[config.mk]
export PLATFORM = sky130hd
export DESIGN_NAME = yin_front_end_flat
export DESIGN_NICKNAME = d
export VERILOG_FILES = /design/src/rtl/yin_front_end_if.sv /design/src/rtl/yin_front_end.sv /design/src/flat_wrapper.sv
export SDC_FILE = /design/constraint.sdc
export NUM_CORES = 1
export LEC_CHECK = 0
export BUFFER_PORTS_ARGS = -buffer_cell sky130_fd_sc_hd__buf_2
export CAP_MARGIN = 25
export CORE_UTILIZATION = 55
export CTS_BUF_LIST = sky130_fd_sc_hd__clkbuf_4 sky130_fd_sc_hd__clkbuf_8 sky130_fd_sc_hd__clkbuf_16
export DETAILED_ROUTE_END_ITERATION = 10
export PLACE_DENSITY_LB_ADDON = 0.12
export SYNTH_ARGS = -nofsm -noshare
export SYNTH_HDL_FRONTEND = slang
export SYNTH_SLANG_ARGS = --single-unit
[constraint.sdc]
create_clock -name clk_in -period 5.5 [get_ports clk_in]
set_input_delay 0.275 -clock clk_in [delete_from_list [all_inputs] [get_ports clk_in]]
set_output_delay 0.275 -clock clk_in [all_outputs]
set_load 0.05 [all_outputs]
[src/rtl/yin_front_end_if.sv]
// Sample/control bundle between the audio source, the YIN front end and the detector.
interface yin_front_end_if #(
  parameter int unsigned IN_WIDTH  = 16,
  parameter int unsigned SIG_WIDTH = 9
);
  logic signed [IN_WIDTH-1:0] audio_in;
  logic                       audio_in_valid;
  logic                       done_in;
  logic [SIG_WIDTH-1:0]       sig_out;
  logic                       sig_out_valid;
  logic                       start_computation;
  logic                       silent_frame;
  logic                       overrun_out;

  modport master (
    output audio_in, audio_in_valid, done_in,
    input  sig_out, sig_out_valid, start_computation, silent_frame, overrun_out
  );

  modport slave (
    input  audio_in, audio_in_valid, done_in,
    output sig_out, sig_out_valid, start_computation, silent_frame, overrun_out
  );
endinterface

[src/rtl/yin_front_end.sv]
// Decimating, re-coding front end for the YIN detector: boxcar average, round/saturate to
// offset binary, and gate one start pulse per HOP output samples on loudness and detector idle.
module yin_front_end #(
  parameter int unsigned IN_WIDTH      = 16,
  parameter int unsigned SIG_WIDTH     = 9,
  parameter int unsigned DECIMATION    = 4,
  parameter int unsigned HOP           = 500,
  parameter int unsigned SILENCE_LEVEL = 8
) (
  input logic             clk_in,
  input logic             rst_in,
  yin_front_end_if.slave  bus
);
  localparam int unsigned DecBits = $clog2(DECIMATION);
  localparam int unsigned AccW    = IN_WIDTH + DecBits;
  localparam int unsigned HopW    = $clog2(HOP);
  localparam int unsigned MagW    = SIG_WIDTH - 1;
  localparam int          RoundK  = 2 ** (IN_WIDTH - SIG_WIDTH - 1);

  localparam logic signed [IN_WIDTH:0]  MaxPos = {2'b00, {(IN_WIDTH - 1){1'b1}}};
  localparam logic [SIG_WIDTH-1:0]      MaxQ   = {1'b0, {(SIG_WIDTH - 1){1'b1}}};
  localparam logic [DecBits-1:0]        GrpLast = DecBits'(DECIMATION - 1);
  localparam logic [HopW-1:0]           HopLast = HopW'(HOP - 1);
  localparam logic [MagW-1:0]           SilLvl  = MagW'(SILENCE_LEVEL);

  logic signed [AccW-1:0]     r_acc;
  logic [DecBits-1:0]         r_grp;
  logic [HopW-1:0]            r_hop;
  logic [MagW-1:0]            r_peak;
  logic                       r_idle;
  logic [SIG_WIDTH-1:0]       r_sig_out;
  logic                       r_sig_valid;
  logic                       r_start;
  logic                       r_silent;
  logic                       r_overrun;

  logic signed [AccW-1:0]     w_sum;
  logic signed [IN_WIDTH-1:0] w_mean;
  logic signed [IN_WIDTH:0]   w_round;
  logic [SIG_WIDTH-1:0]       w_q;
  logic [SIG_WIDTH-1:0]       w_sig;
  logic [MagW-1:0]            w_low;
  logic [MagW-1:0]            w_mag;
  logic [MagW-1:0]            w_peak_new;
  logic                       w_frame_end;
  logic                       w_quiet;
  logic                       w_start_now;

  always_comb begin
    w_sum   = r_acc + $signed({{DecBits{bus.audio_in[IN_WIDTH-1]}}, bus.audio_in});
    // Upper IN_WIDTH bits of the sum are the floor of sum / DECIMATION.
    w_mean  = w_sum[AccW-1:DecBits];
    w_round = $signed({w_mean[IN_WIDTH-1], w_mean}) + $signed((IN_WIDTH + 1)'(RoundK));
    w_q     = (w_round > MaxPos) ? MaxQ : w_round[IN_WIDTH-1 -: SIG_WIDTH];
    w_sig   = {~w_q[SIG_WIDTH-1], w_q[SIG_WIDTH-2:0]};
  end

  // Distance from mid-scale; the one out-of-range value (sig_out = 0) saturates.
  always_comb begin
    w_low = r_sig_out[MagW-1:0];
    if (r_sig_out[SIG_WIDTH-1]) begin
      w_mag = w_low;
    end else if (w_low == '0) begin
      w_mag = '1;
    end else begin
      w_mag = ~w_low + MagW'(1);
    end
    w_peak_new  = (w_mag > r_peak) ? w_mag : r_peak;
    w_frame_end = r_sig_valid && (r_hop == HopLast);
    w_quiet     = (w_peak_new < SilLvl);
    w_start_now = w_frame_end && !w_quiet && r_idle;
  end

  always_ff @(posedge clk_in or negedge rst_in) begin
    if (!rst_in) begin
      r_acc       <= '0;
      r_grp       <= '0;
      r_hop       <= '0;
      r_peak      <= '0;
      r_idle      <= 1'b1;
      r_sig_out   <= '0;
      r_sig_valid <= 1'b0;
      r_start     <= 1'b0;
      r_silent    <= 1'b0;
      r_overrun   <= 1'b0;
    end else begin
      r_sig_valid <= 1'b0;
      r_start     <= w_start_now;
      r_silent    <= w_frame_end && w_quiet;
      r_overrun   <= w_frame_end && !w_quiet && !r_idle;

      if (bus.audio_in_valid) begin
        if (r_grp == GrpLast) begin
          r_acc       <= '0;
          r_grp       <= '0;
          r_sig_out   <= w_sig;
          r_sig_valid <= 1'b1;
        end else begin
          r_acc <= w_sum;
          r_grp <= r_grp + DecBits'(1);
        end
      end

      if (r_sig_valid) begin
        if (w_frame_end) begin
          r_hop  <= '0;
          r_peak <= '0;
        end else begin
          r_hop  <= r_hop + HopW'(1);
          r_peak <= w_peak_new;
        end
      end

      // A start issued this cycle overrides a coincident done.
      if (w_start_now) begin
        r_idle <= 1'b0;
      end else if (bus.done_in) begin
        r_idle <= 1'b1;
      end
    end
  end

  assign bus.sig_out           = r_sig_out;
  assign bus.sig_out_valid     = r_sig_valid;
  assign bus.start_computation = r_start;
  assign bus.silent_frame      = r_silent;
  assign bus.overrun_out       = r_overrun;
endmodule

[src/flat_wrapper.sv]
// flat-port wrapper written by rule: the top's interface ports become plain ports
module yin_front_end_flat 
#(
  parameter int unsigned IN_WIDTH      = 16,
  parameter int unsigned SIG_WIDTH     = 9,
  parameter int unsigned DECIMATION    = 4,
  parameter int unsigned HOP           = 500,
  parameter int unsigned SILENCE_LEVEL = 8
)
  (clk_in, rst_in, bus_audio_in, bus_audio_in_valid, bus_done_in, bus_sig_out, bus_sig_out_valid, bus_start_computation, bus_silent_frame, bus_overrun_out);
  yin_front_end_if #(.IN_WIDTH(IN_WIDTH), .SIG_WIDTH(SIG_WIDTH)) bus_i ();
  input logic clk_in;
  input logic rst_in;
  input wire logic [$bits(bus_i.audio_in)-1:0] bus_audio_in;
  input wire logic [$bits(bus_i.audio_in_valid)-1:0] bus_audio_in_valid;
  input wire logic [$bits(bus_i.done_in)-1:0] bus_done_in;
  output wire logic [$bits(bus_i.sig_out)-1:0] bus_sig_out;
  output wire logic [$bits(bus_i.sig_out_valid)-1:0] bus_sig_out_valid;
  output wire logic [$bits(bus_i.start_computation)-1:0] bus_start_computation;
  output wire logic [$bits(bus_i.silent_frame)-1:0] bus_silent_frame;
  output wire logic [$bits(bus_i.overrun_out)-1:0] bus_overrun_out;
  assign bus_i.audio_in = bus_audio_in;
  assign bus_i.audio_in_valid = bus_audio_in_valid;
  assign bus_i.done_in = bus_done_in;
  assign bus_sig_out = bus_i.sig_out;
  assign bus_sig_out_valid = bus_i.sig_out_valid;
  assign bus_start_computation = bus_i.start_computation;
  assign bus_silent_frame = bus_i.silent_frame;
  assign bus_overrun_out = bus_i.overrun_out;
  yin_front_end #(.IN_WIDTH(IN_WIDTH), .SIG_WIDTH(SIG_WIDTH), .DECIMATION(DECIMATION), .HOP(HOP), .SILENCE_LEVEL(SILENCE_LEVEL)) u_core (.clk_in(clk_in), .rst_in(rst_in), .bus(bus_i));
endmodule
==> results.json, run 1 <==
{
  "drive_above_1_share_pct": 15.08,
  "worst_slew_pin_slew_ns": 0.6567,
  "ir_drop_mv": 0.4179,
  "synth_top_area_cell": "dfrtp_1",
  "reg2reg_to": "u_core.r_peak[0]",
  "dpl.cell_count": 500,
  "regToRegStartpoint": "u_core.bus.sig_out[0]",
  "synthTopCellsByCount": "50 x dfrtp_1, 38 x inv_1, 36 x nor2_1, 29 x ha_1, 26 x nand2_1",
  "start_util_pct": 56.75,
  "place_ws_ns": 1.880,
  "path_cells": "inv_1 > ha_1 > or3b_2 > o41a_1 > o31ai_1 > ha_1 > nand3_1 > nor2_1 > a22oi_1 > nand3_1 > or2_2 > a21oi_1",
  "drv_slew": 0,
  "start_kind": "flip-flop",
  "synth_flop_cell": "dfrtp_1",
  "finalCriticalPeriod_ns": 3.670,
  "powerDensity_nw_per_um2": 643.9,
  "max-slew-margin-rel_pct": 56.22,
  "cp_max_fo": 11,
  "ys_seq_elements": 51,
  "yosysMostFrequentCell": "dfrtp_1",
  "drt_iter0_drc": 137,
  "finalHoldViolCount": 0,
  "rsz0062_at_grt": "no",
  "reg2reg_depth": 12,
  "synthCells": 401,
  "place.gp.congestion": 0.8671,
  "p_leak_nw": 1.858,
  "grt_max_degree": 52,
  "hold_path_class": "primary input to asynchronous set/reset pin",
  "cts_tree": "done",
  "fin_ws_ns": 1.830,
  "htree_levels": 2,
  "clk_latency_ns": 0.31,
  "tns_ns": 0,
  "cap_violations": 0,
  "critPathMaxStageDelay_ns": 0.50,
  "path_clk_slew_ns": 0.09,
  "antenna_found_initial": 0,
  "synth_top_area_share_pct": 34.72,
  "num_io_pins": 33,
  "gr-total-overflow": 0,
  "die-area_sq_um": 6879,
  "ys_seq_area_share_pct": 35.45,
  "route.detailed.drc": 0,
  "met3_usage_pct": 3.380,
  "die_x_microns": 82.94,
  "clock_skew_ns": 0.01458,
  "vias": 2934,
  "wl_per_cell_microns": 14.53,
  "critPathTopFamily": "simple AND/OR/NAND/NOR gates",
  "cts.sink_count": 51,
  "status": "completed",
  "syn-num-nets": 451,
  "die_y_microns": 82.94,
  "synth.area.top_cells": "dfrtp_1 35%, ha_1 10%, inv_1 4.0%",
  "worst-r2r-setup-slack_ns": 1.83,
  "synthArstFlopShare_pct": 100.0,
  "synth.avg_cell_area_sq_um": 8.986,
  "synth_cell_types": 63,
  "n_antenna_cell": 0,
  "cts-buffers-inserted": 5,
  "met1_usage_pct": 29.81,
  "fin_nets": 480,
  "timing.final.crit_share_pct": 66.73,
  "postCtsSetupRepairBufs": 0,
  "grt.total_usage_pct": 22.36,
  "detailed_place_hpwl_microns": 5624,
  "crit_required_ns": 5.74,
  "endpoint_kind": "flip-flop",
  "dr.pass1.iters": 4,
  "drt_wl_total_microns": 7383,
  "area_growth_pct": 9.583,
  "grt_pass1_wl_microns": 12680,
  "power.total_mw": 2.543,
  "syn-cell-area_sq_um": 3603,
  "setup_violations": 0,
  "yosysWarningCount": 0,
  "cp_num_buf_inv": 1,
  "core-area_sq_um": 6350,
  "postRouteAntennaNets": 0,
  "finalNonFillerCells": 508,
  "ctsResizeCount": 0,
  "routed_via_density": 5.776,
  "cts_root_buf": "clkbuf_8",
  "portBuffers": 32,
  "grt_pass1_vias": 2746,
  "clk_path_buf_depth": 2,
  "critPathKind": "flip-flop to flip-flop",
  "rows": 29,
  "synth-edff-count": 0,
  "cts_hold_buf": 0,
  "grt_use_met2_pct": 38.75,
  "grt-busiest-layer": "met2",
  "crit_slowest_cell": "or3b_2",
  "cp.arrival_ns": 3.91,
  "fmax_mhz": 272.5
}
-- layout by cell type, fill, tap and decap left out, types with 7 or more instances in the layout --
cell type  instances
buf_2             32
nor3_1            11
dfrtp_1           50
inv_1             38
a21oi_1           23
o22ai_1           15
nand2_1           26
o21ai_0           18
ha_1              29
o211ai_1           9
xnor2_1           13
mux2i_1           10
nor2b_1            7
nor2_1            36
xor2_1            10
nand4_1            8
-- final cells by class --
cell class              count  area [sq um]
repair buffers             34         175.2
clock buffers               6         82.58
multi-input cells         299          2132
flip-flops and latches     51          1277
inverters                  39         146.4
clock inverters             2         38.79
fillers                   574          2401
well taps                  77         96.34
-- cell families after synthesis --
family	Yosys count	share of synthesized area (%)
AO/OA/AOI/OAI	106	20.28
XOR/XNOR	23	5.590
adder cells (fa/ha/maj)	30	10.63
buffers and inverters	51	5.382
flip-flops	51	35.45
multiplexers	14	4.028
AND/OR/NAND/NOR	126	18.65
-- report_power, final --
group | internal, mW | switching [mW]
sequential | 0.520 | 0.134
combinational | 0.642 | 0.966
clock | 0.150 | 0.131
total | 1.31 | 1.23
-- state kept, by name (all words and copies together) (netlist names) --
signal                        count
u_core.r_hop                      9
u_core.bus.overrun_out            1
u_core.r_idle                     1
u_core.bus.start_computation      1
u_core.bus.sig_out                9
u_core.r_grp                      2
u_core.bus.silent_frame           1
u_core.bus.sig_out_valid          1
u_core.r_peak                     8
u_core.r_acc                     18
-- through the flow --
| stage | instance area, sq um | hold WS, ns | util [%] |
|---|---|---|---|
| 3_3_place_gp | 3827 | 0.4305 | 60.28 |
| 2_1_floorplan | 3603 | -0.02059 | - |
| 5_1_grt | 3949 | 0.1319 | 62.19 |
| 3_5_place_dp | 3827 | 0.4341 | 60.28 |
| 6_report | 3949 | 0.06092 | 62.19 |
| 4_1_cts | 3949 | 0.09519 | 62.19 |
-- how the worst max path moves through the flow --
stage / endpoint / startpoint / slack (ns) / cells after the start
final: u_core.r_peak[0] / u_core.bus.sig_out[0] / 1.83 / 12
after global routing: u_core.r_peak[6] / u_core.bus.sig_out[1] / 1.61 / 15
after CTS: u_core.r_peak[0] / u_core.bus.sig_out[0] / 1.86 / 12
after detailed placement: u_core.r_peak[0] / u_core.bus.sig_out[0] / 1.88 / 12
after global placement: u_core.r_peak[0] / u_core.bus.sig_out[0] / 2.05 / 12
after floorplan: u_core.r_peak[6] / u_core.bus.sig_out[0] / 1.89 / 16
-- routing by layer --
metal  wire length [microns]  share of wire [%]
met3                     207                2.8
met4                      57               0.77
met1                    3525                 48
met2                    3592                 49
met5                       0                  0
No activity file was read; power rests on OpenSTA's default activity.
==> run 2, diff against run 1 <==
- clock period: 5.5 -> 3.4 ns (I/O delays scaled with it)
==> run 2 against run 1 <==
Compared with the run above:
- flip-flop and latch count unchanged
- critical path depth increased by 2
- core utilization increased by 0.67 points
- die area unchanged
- global-route usage increased by 1.0 points
- worst hold slack improved by 0.019 ns
- total power increased by 63%
- register-to-register slack got worse by 1.6 ns
- first-iteration DRC count decreased by 14%
- largest cell class unchanged
==> results.json, run 2 (synthesis results as in run 1) <==
{
  "place.gp.congestion": 0.8713,
  "rows": 29,
  "finalNonFillerCells": 514,
  "cp.arrival_ns": 3.41,
  "start_kind": "flip-flop",
  "area_growth_pct": 10.76,
  "clk_latency_ns": 0.30,
  "cts_tree": "done",
  "clk_path_buf_depth": 2,
  "min_path_cells": 3,
  "crit_required_ns": 3.63,
  "holdWs_ns": 0.07973,
  "crit_end": "u_core.r_peak[0]",
  "status": "completed",
  "fmax_mhz": 314.4,
  "switching_share_pct": 49.21,
  "most-common-layout-cells": "48 x dfrtp_1, 38 x inv_1, 36 x nor2_1",
  "wl_per_cell_microns": 14.95,
  "largest_reg_flops": 18,
  "route.detailed.drc": 0,
  "max-slew-margin-rel_pct": 56.19,
  "drv_slew": 0,
  "reg2reg_depth": 14,
  "antenna_found_initial": 0,
  "critPathLaunch": "u_core.bus.sig_out[0]",
  "hold_path_class": "primary input to flip-flop",
  "die-area_sq_um": 6879,
  "path_clk_slew_ns": 0.09,
  "drt_iter0_drc": 118,
  "reg2reg_to": "u_core.r_peak[0]",
  "rsz0062_at_grt": "no",
  "p_clk_share_pct": 8.5,
  "dr.pass1.iters": 4,
  "place_ws_ns": -0.02515,
  "cts-buffers-inserted": 5,
  "die_y_microns": 82.94,
  "postRouteAntennaNets": 0,
  "finalCriticalPeriod_ns": 3.180,
  "timing.final.crit_share_pct": 93.54,
  "grt_max_degree": 28,
  "dpl.cell_count": 505,
  "dpl_cell_area_sq_um": 3867,
  "portBuffers": 32,
  "regToRegStartpoint": "u_core.bus.sig_out[0]",
  "num_io_pins": 33,
  "grt_pass1_vias": 2956,
  "critPathKind": "flip-flop to flip-flop",
  "clock_skew_ns": 0.008887,
  "die_x_microns": 82.94,
  "power.share.combinational_pct": 65.8,
  "cts.sink_count": 51,
  "cp_max_fo": 6,
  "grt_pass1_wl_microns": 13350,
  "post-route-cell-area_sq_um": 3991,
  "p_int_mw": 2.100,
  "min_from": "bus_done_in",
  "cts_root_buf": "clkbuf_8",
  "endpoint_kind": "flip-flop",
  "worst_slew_pin_slew_ns": 0.6572,
  "power.switching_mw": 2.035,
  "seq_power_share_pct": 25.7,
  "finalHoldViolCount": 0,
  "gr-total-overflow": 0,
  "top_register": "u_core.r_acc",
  "fin_nets": 486,
  "ir_drop_mv": 0.7062,
  "p_leak_nw": 1.870,
  "cap_violations": 0,
  "drive_above_1_share_pct": 17.39,
  "routed_via_density": 5.918,
  "final_core_util_pct": 62.86,
  "setup_violations": 0,
  "grt.total_usage_pct": 23.36,
  "worst-r2r-setup-slack_ns": 0.22,
  "powerDensity_nw_per_um2": 1036,
  "core-area_sq_um": 6350,
  "vias": 3042,
  "fin_ws_ns": 0.2197,
  "drt_wl_total_microns": 7686,
  "start_util_pct": 56.75,
  "layout_commonest_cell": "dfrtp_1",
  "n_antenna_cell": 0,
  "detailed_place_hpwl_microns": 5840,
  "htree_levels": 2
}
==> run 2: per-stage QoR <==
step	setup TNS, ns	power [mW]
final	0	4.135
after detailed placement	-0.05199	3.726
after global placement	0	3.652
after CTS	0	4.105
after global routing	0	4.530
after floorplan	0	3.129
==> run 2: routing by layer <==
| metal | up-vias | wire, microns | GRT usage, % | share of wire (%) |
|---|---|---|---|---|
| met5 | - | 0 | 0 | 0 |
| met4 | 0 | 57 | 4.702 | 0.74 |
| met3 | 6 | 319 | 3.479 | 4.2 |
| met2 | 71 | 3811 | 40.98 | 50 |
| met1 | 1454 | 3497 | 30.70 | 45 |
| li1 | 1511 | - | - | - |
==> run 2: worst min-delay path by stage <==
stage                              to
3_3_place_gp          u_core.r_hop[3]
2_1_floorplan  u_core.bus.overrun_out
5_1_grt                 u_core.r_idle
3_5_place_dp         u_core.r_peak[3]
4_1_cts                 u_core.r_idle
6_report                u_core.r_idle
==> run 2: area by class of cell <==
cell class | count | area (sq um)
clock buffer | 6 | 76.32
clock inverter | 2 | 12.51
fill | 546 | 2359
inverter | 39 | 146.4
multi-input combinational | 299 | 2157
sequential | 51 | 1280
tap | 77 | 96.34
timing repair buffer | 40 | 222.7
==> run 2: critical path: stages (launching register included) <==
cell     delay [ns]
dfrtp_2        0.43
inv_1          0.09
ha_1           0.19
or3b_4         0.42
o41a_1         0.33
o31ai_2        0.19
buf_4          0.16
ha_1           0.22
nand3_1        0.11
nor2_1         0.05
a22oi_1        0.21
nand3_1        0.13
buf_4          0.18
or2_2          0.27
a21oi_1        0.12
==> run 2: power by group through the flow <==
stage	Sequential, mW	Combinational, mW	Clock, mW
finish	1.06	2.72	0.352
floorplan	1.19	1.94	0
detailed placement	1.07	2.66	0
global placement	1.05	2.60	0
global route	1.10	3.04	0.386
CTS	1.05	2.69	0.364
==> run 2: what timing repair did <==
action,4_1_cts,5_1_grt
hold endpoints to repair,26,0
buffers inserted,0,0
hold buffers,1,0
gates resized for setup,1,6
setup endpoints to repair,5,14
pin swaps,0,1
==> run 3, diff against run 2 <==
--- a/config.mk
+++ b/config.mk
@@ -8,5 +8,5 @@
 export BUFFER_PORTS_ARGS = -buffer_cell sky130_fd_sc_hd__buf_2
 export CAP_MARGIN = 25
-export CORE_UTILIZATION = 55
+export CORE_UTILIZATION = 54
 export CTS_BUF_LIST = sky130_fd_sc_hd__clkbuf_4 sky130_fd_sc_hd__clkbuf_8 sky130_fd_sc_hd__clkbuf_16
 export DETAILED_ROUTE_END_ITERATION = 10
==> constraint.sdc (replaced) <==
create_clock -name clk_in -period 2.6 [get_ports clk_in]
set_input_delay 0 -clock clk_in [delete_from_list [all_inputs] [get_ports clk_in]]
set_output_delay 0 -clock clk_in [all_outputs]
set_load 0.05 [all_outputs]
==> run 3 against run 2 <==
Compared with the run above:
- the flow now finishes with violations (setup timing)
- first-iteration DRC count rose by 48%
- core utilization rose by 16 points
- die area rose by 1.8%
- combinational power rose by 110%
- routed wire length rose by 28%
- sequential share of layout area fell by 6.6 points
- critical path depth rose by 1
- sequential power rose by 32%
- final cell count rose by 17%
- worst hold slack improved by 0.0095 ns
- largest power group unchanged
- flip-flop and latch count did not move
- clock skew fell by 0.0025 ns
==> results.json, run 3 (synthesis results as in run 1) <==
{
  "power.share.combinational_pct": 75.5,
  "critPathMaxStageDelay_ns": 0.43,
  "regToRegStartpoint": "u_core.bus.sig_out[1]",
  "portBuffers": 32,
  "top_register": "u_core.r_acc",
  "cts_tree": "done",
  "grt_pass1_vias": 3385,
  "detailed_place_hpwl_microns": 6494,
  "seq_power_share_pct": 18.1,
  "final_core_util_pct": 78.61,
  "timing.final.crit_share_pct": 123.0,
  "path_common_cell": "nand2_2",
  "htree_levels": 2,
  "critPathLaunch": "u_core.bus.sig_out[1]",
  "gr-total-overflow": 0,
  "clock_skew_ns": 0.006389,
  "route.met3.wl_microns": 382,
  "p_leak_nw": 2.347,
  "wl_met1_microns": 4420,
  "path_clk_slew_ns": 0.10,
  "status": "complete, but fails checks",
  "multiInputGateArea_sq_um": 2464,
  "cts.sink_count": 51,
  "highest_layer": "met4",
  "dr.pass1.iters": 5,
  "power.total_mw": 7.729,
  "crit_slowest_cell": "dfrtp_2",
  "antenna_found_initial": 0,
  "cp_max_fo": 4,
  "min_from": "bus_audio_in[0]",
  "violations": "setup timing",
  "die_x_microns": 83.69,
  "place_ws_ns": -0.5410,
  "rsz0062_at_grt": "yes",
  "clk_path_buf_depth": 2,
  "dpl_cell_area_sq_um": 4402,
  "grt_max_degree": 28,
  "p_clk_share_pct": 6.4,
  "die_y_microns": 83.69,
  "crit_required_ns": 2.86,
  "area_growth_pct": 39.31,
  "fin_ws_ns": -0.5976,
  "die-area_sq_um": 7004,
  "postRouteAntennaNets": 0,
  "worst_slew_pin_slew_ns": 0.7538,
  "clk_latency_ns": 0.31,
  "powerDensity_nw_per_um2": 1540,
  "endpoint_kind": "flip-flop",
  "critPathKind": "flip-flop to flip-flop",
  "most-common-layout-cells": "80 x buf_4, 48 x dfrtp_1, 35 x inv_1",
  "route.detailed.drc": 0,
  "num_io_pins": 33,
  "grt.total_usage_pct": 27.66,
  "path_cells": "inv_2 > ha_4 > or3b_4 > nor3_4 > nand2_2 > buf_4 > nand2_2 > ha_4 > o21a_1 > o21a_1 > o21ai_1 > nand3b_1 > nand2_2 > mux2i_4 > and3_4",
  "drv_slew": 0,
  "wl_per_cell_microns": 16.35,
  "post-route-cell-area_sq_um": 5020,
  "finalNonFillerCells": 602,
  "finalHoldViolCount": 0,
  "drt_iter0_drc": 175,
  "n_antenna_cell": 0,
  "switching_share_pct": 45.21,
  "start_kind": "flip-flop",
  "cp.arrival_ns": 3.46,
  "finalCriticalPeriod_ns": 3.198,
  "core-area_sq_um": 6386,
  "drt_wl_total_microns": 9841,
  "start_util_pct": 56.43,
  "wl_met2_microns": 4739,
  "largest_reg_flops": 18,
  "p_int_mw": 4.235,
  "grt_pass1_wl_microns": 15680,
  "place.gp.congestion": 0.8438,
  "cap_violations": 0,
  "vias": 3481,
  "register_area_sq_um": 1280,
  "power.switching_mw": 3.495,
  "setup_violations": 22,
  "fin_nets": 574,
  "layout_commonest_cell": "buf_4",
  "max-slew-margin-rel_pct": 49.74,
  "dpl.cell_count": 564,
  "cts_root_buf": "clkbuf_8",
  "drive_above_1_share_pct": 39.62,
  "rows": 29,
  "routed_via_density": 5.782,
  "cts-buffers-inserted": 5,
  "fmax_mhz": 312.7,
  "ir_drop_mv": 1.158,
  "fill_cells": 422,
  "hold_path_class": "primary input to flip-flop"
}
run 3: changes by cell type in the layout (fill, tap and decap cells not counted), moves of 4 or more:
| cell | change |
|---|---|
| nand2_1 | -4 |
| a21oi_2 | +4 |
| ha_1 | -10 |
| buf_4 | +73 |
| buf_6 | +14 |
| a21oi_1 | -5 |
| ha_4 | +9 |
run 3: repair_timing:
action | CTS | global route
pin swaps | 28 | 25
endpoints found under the hold margin | 26 | 0
endpoints found under the setup margin | 21 | 23
hold buffers | 2 | 0
buffers inserted | 29 | 8
resized for setup | 32 | 25
run 3: critical path: cells and delay by family, from the launching register on:
kind | cells | cell delay, ns
buffers and inverters | 2 | 0.26
DFF | 1 | 0.43
muxes | 1 | 0.28
and+or+nand+nor | 7 | 1.36
AOI/OAI and AO/OA | 3 | 0.44
adders and majority gates | 2 | 0.37
run 3: final cells by class:
| cell class | count | area share, % |
|---|---|---|
| Clock buffer | 5 | 1.371 |
| Clock inverter | 3 | 0.5234 |
| Inverter | 39 | 2.916 |
| Multi-Input combinational cell | 299 | 49.08 |
| Sequential cell | 51 | 25.50 |
| Tap cell | 77 | 1.919 |
| Timing Repair Buffer | 128 | 18.69 |
run 3: power groups by stage:
stage	logic, mW	clock network, mW	registers, mW
final	5.83	0.497	1.40
after global routing	6.29	0.546	1.44
after CTS	5.17	0.509	1.38
after detailed placement	4.38	0	1.39
after global placement	4.24	0	1.37
after floorplan	2.65	0	1.58
run 3: worst paths after layout:
path | end | cells after the start | slack (ns)
min in group asynchronous | u_core.r_acc[15] | 2 | 0.26
worst max register to register | u_core.bus.start_computation | 15 | -0.60
max in group asynchronous | u_core.r_idle | 3 | 1.66
worst min register to register | u_core.r_hop[8] | 1 | 0.48
worst max-delay path | u_core.bus.start_computation | 15 | -0.60
worst min-delay path | u_core.r_acc[0] | 4 | 0.09
run 3: routing by layer:
layer | vias up | global-route usage [%]
met5 | - | 0
met4 | 0 | 6.626
met3 | 26 | 4.253
met2 | 87 | 46.86
met1 | 1673 | 37.27
li1 | 1695 | -
run 3: metrics by stage:
| stage | hold slack [ns] | TNS [ns] |
|---|---|---|
| floorplan | -0.2956 | -4.324 |
| global placement | 0.06191 | -4.676 |
| detailed placement | 0.06810 | -7.258 |
| CTS | 0.07504 | -6.311 |
| global route | 0.08297 | -11.61 |
| finish | 0.08925 | -8.854 |
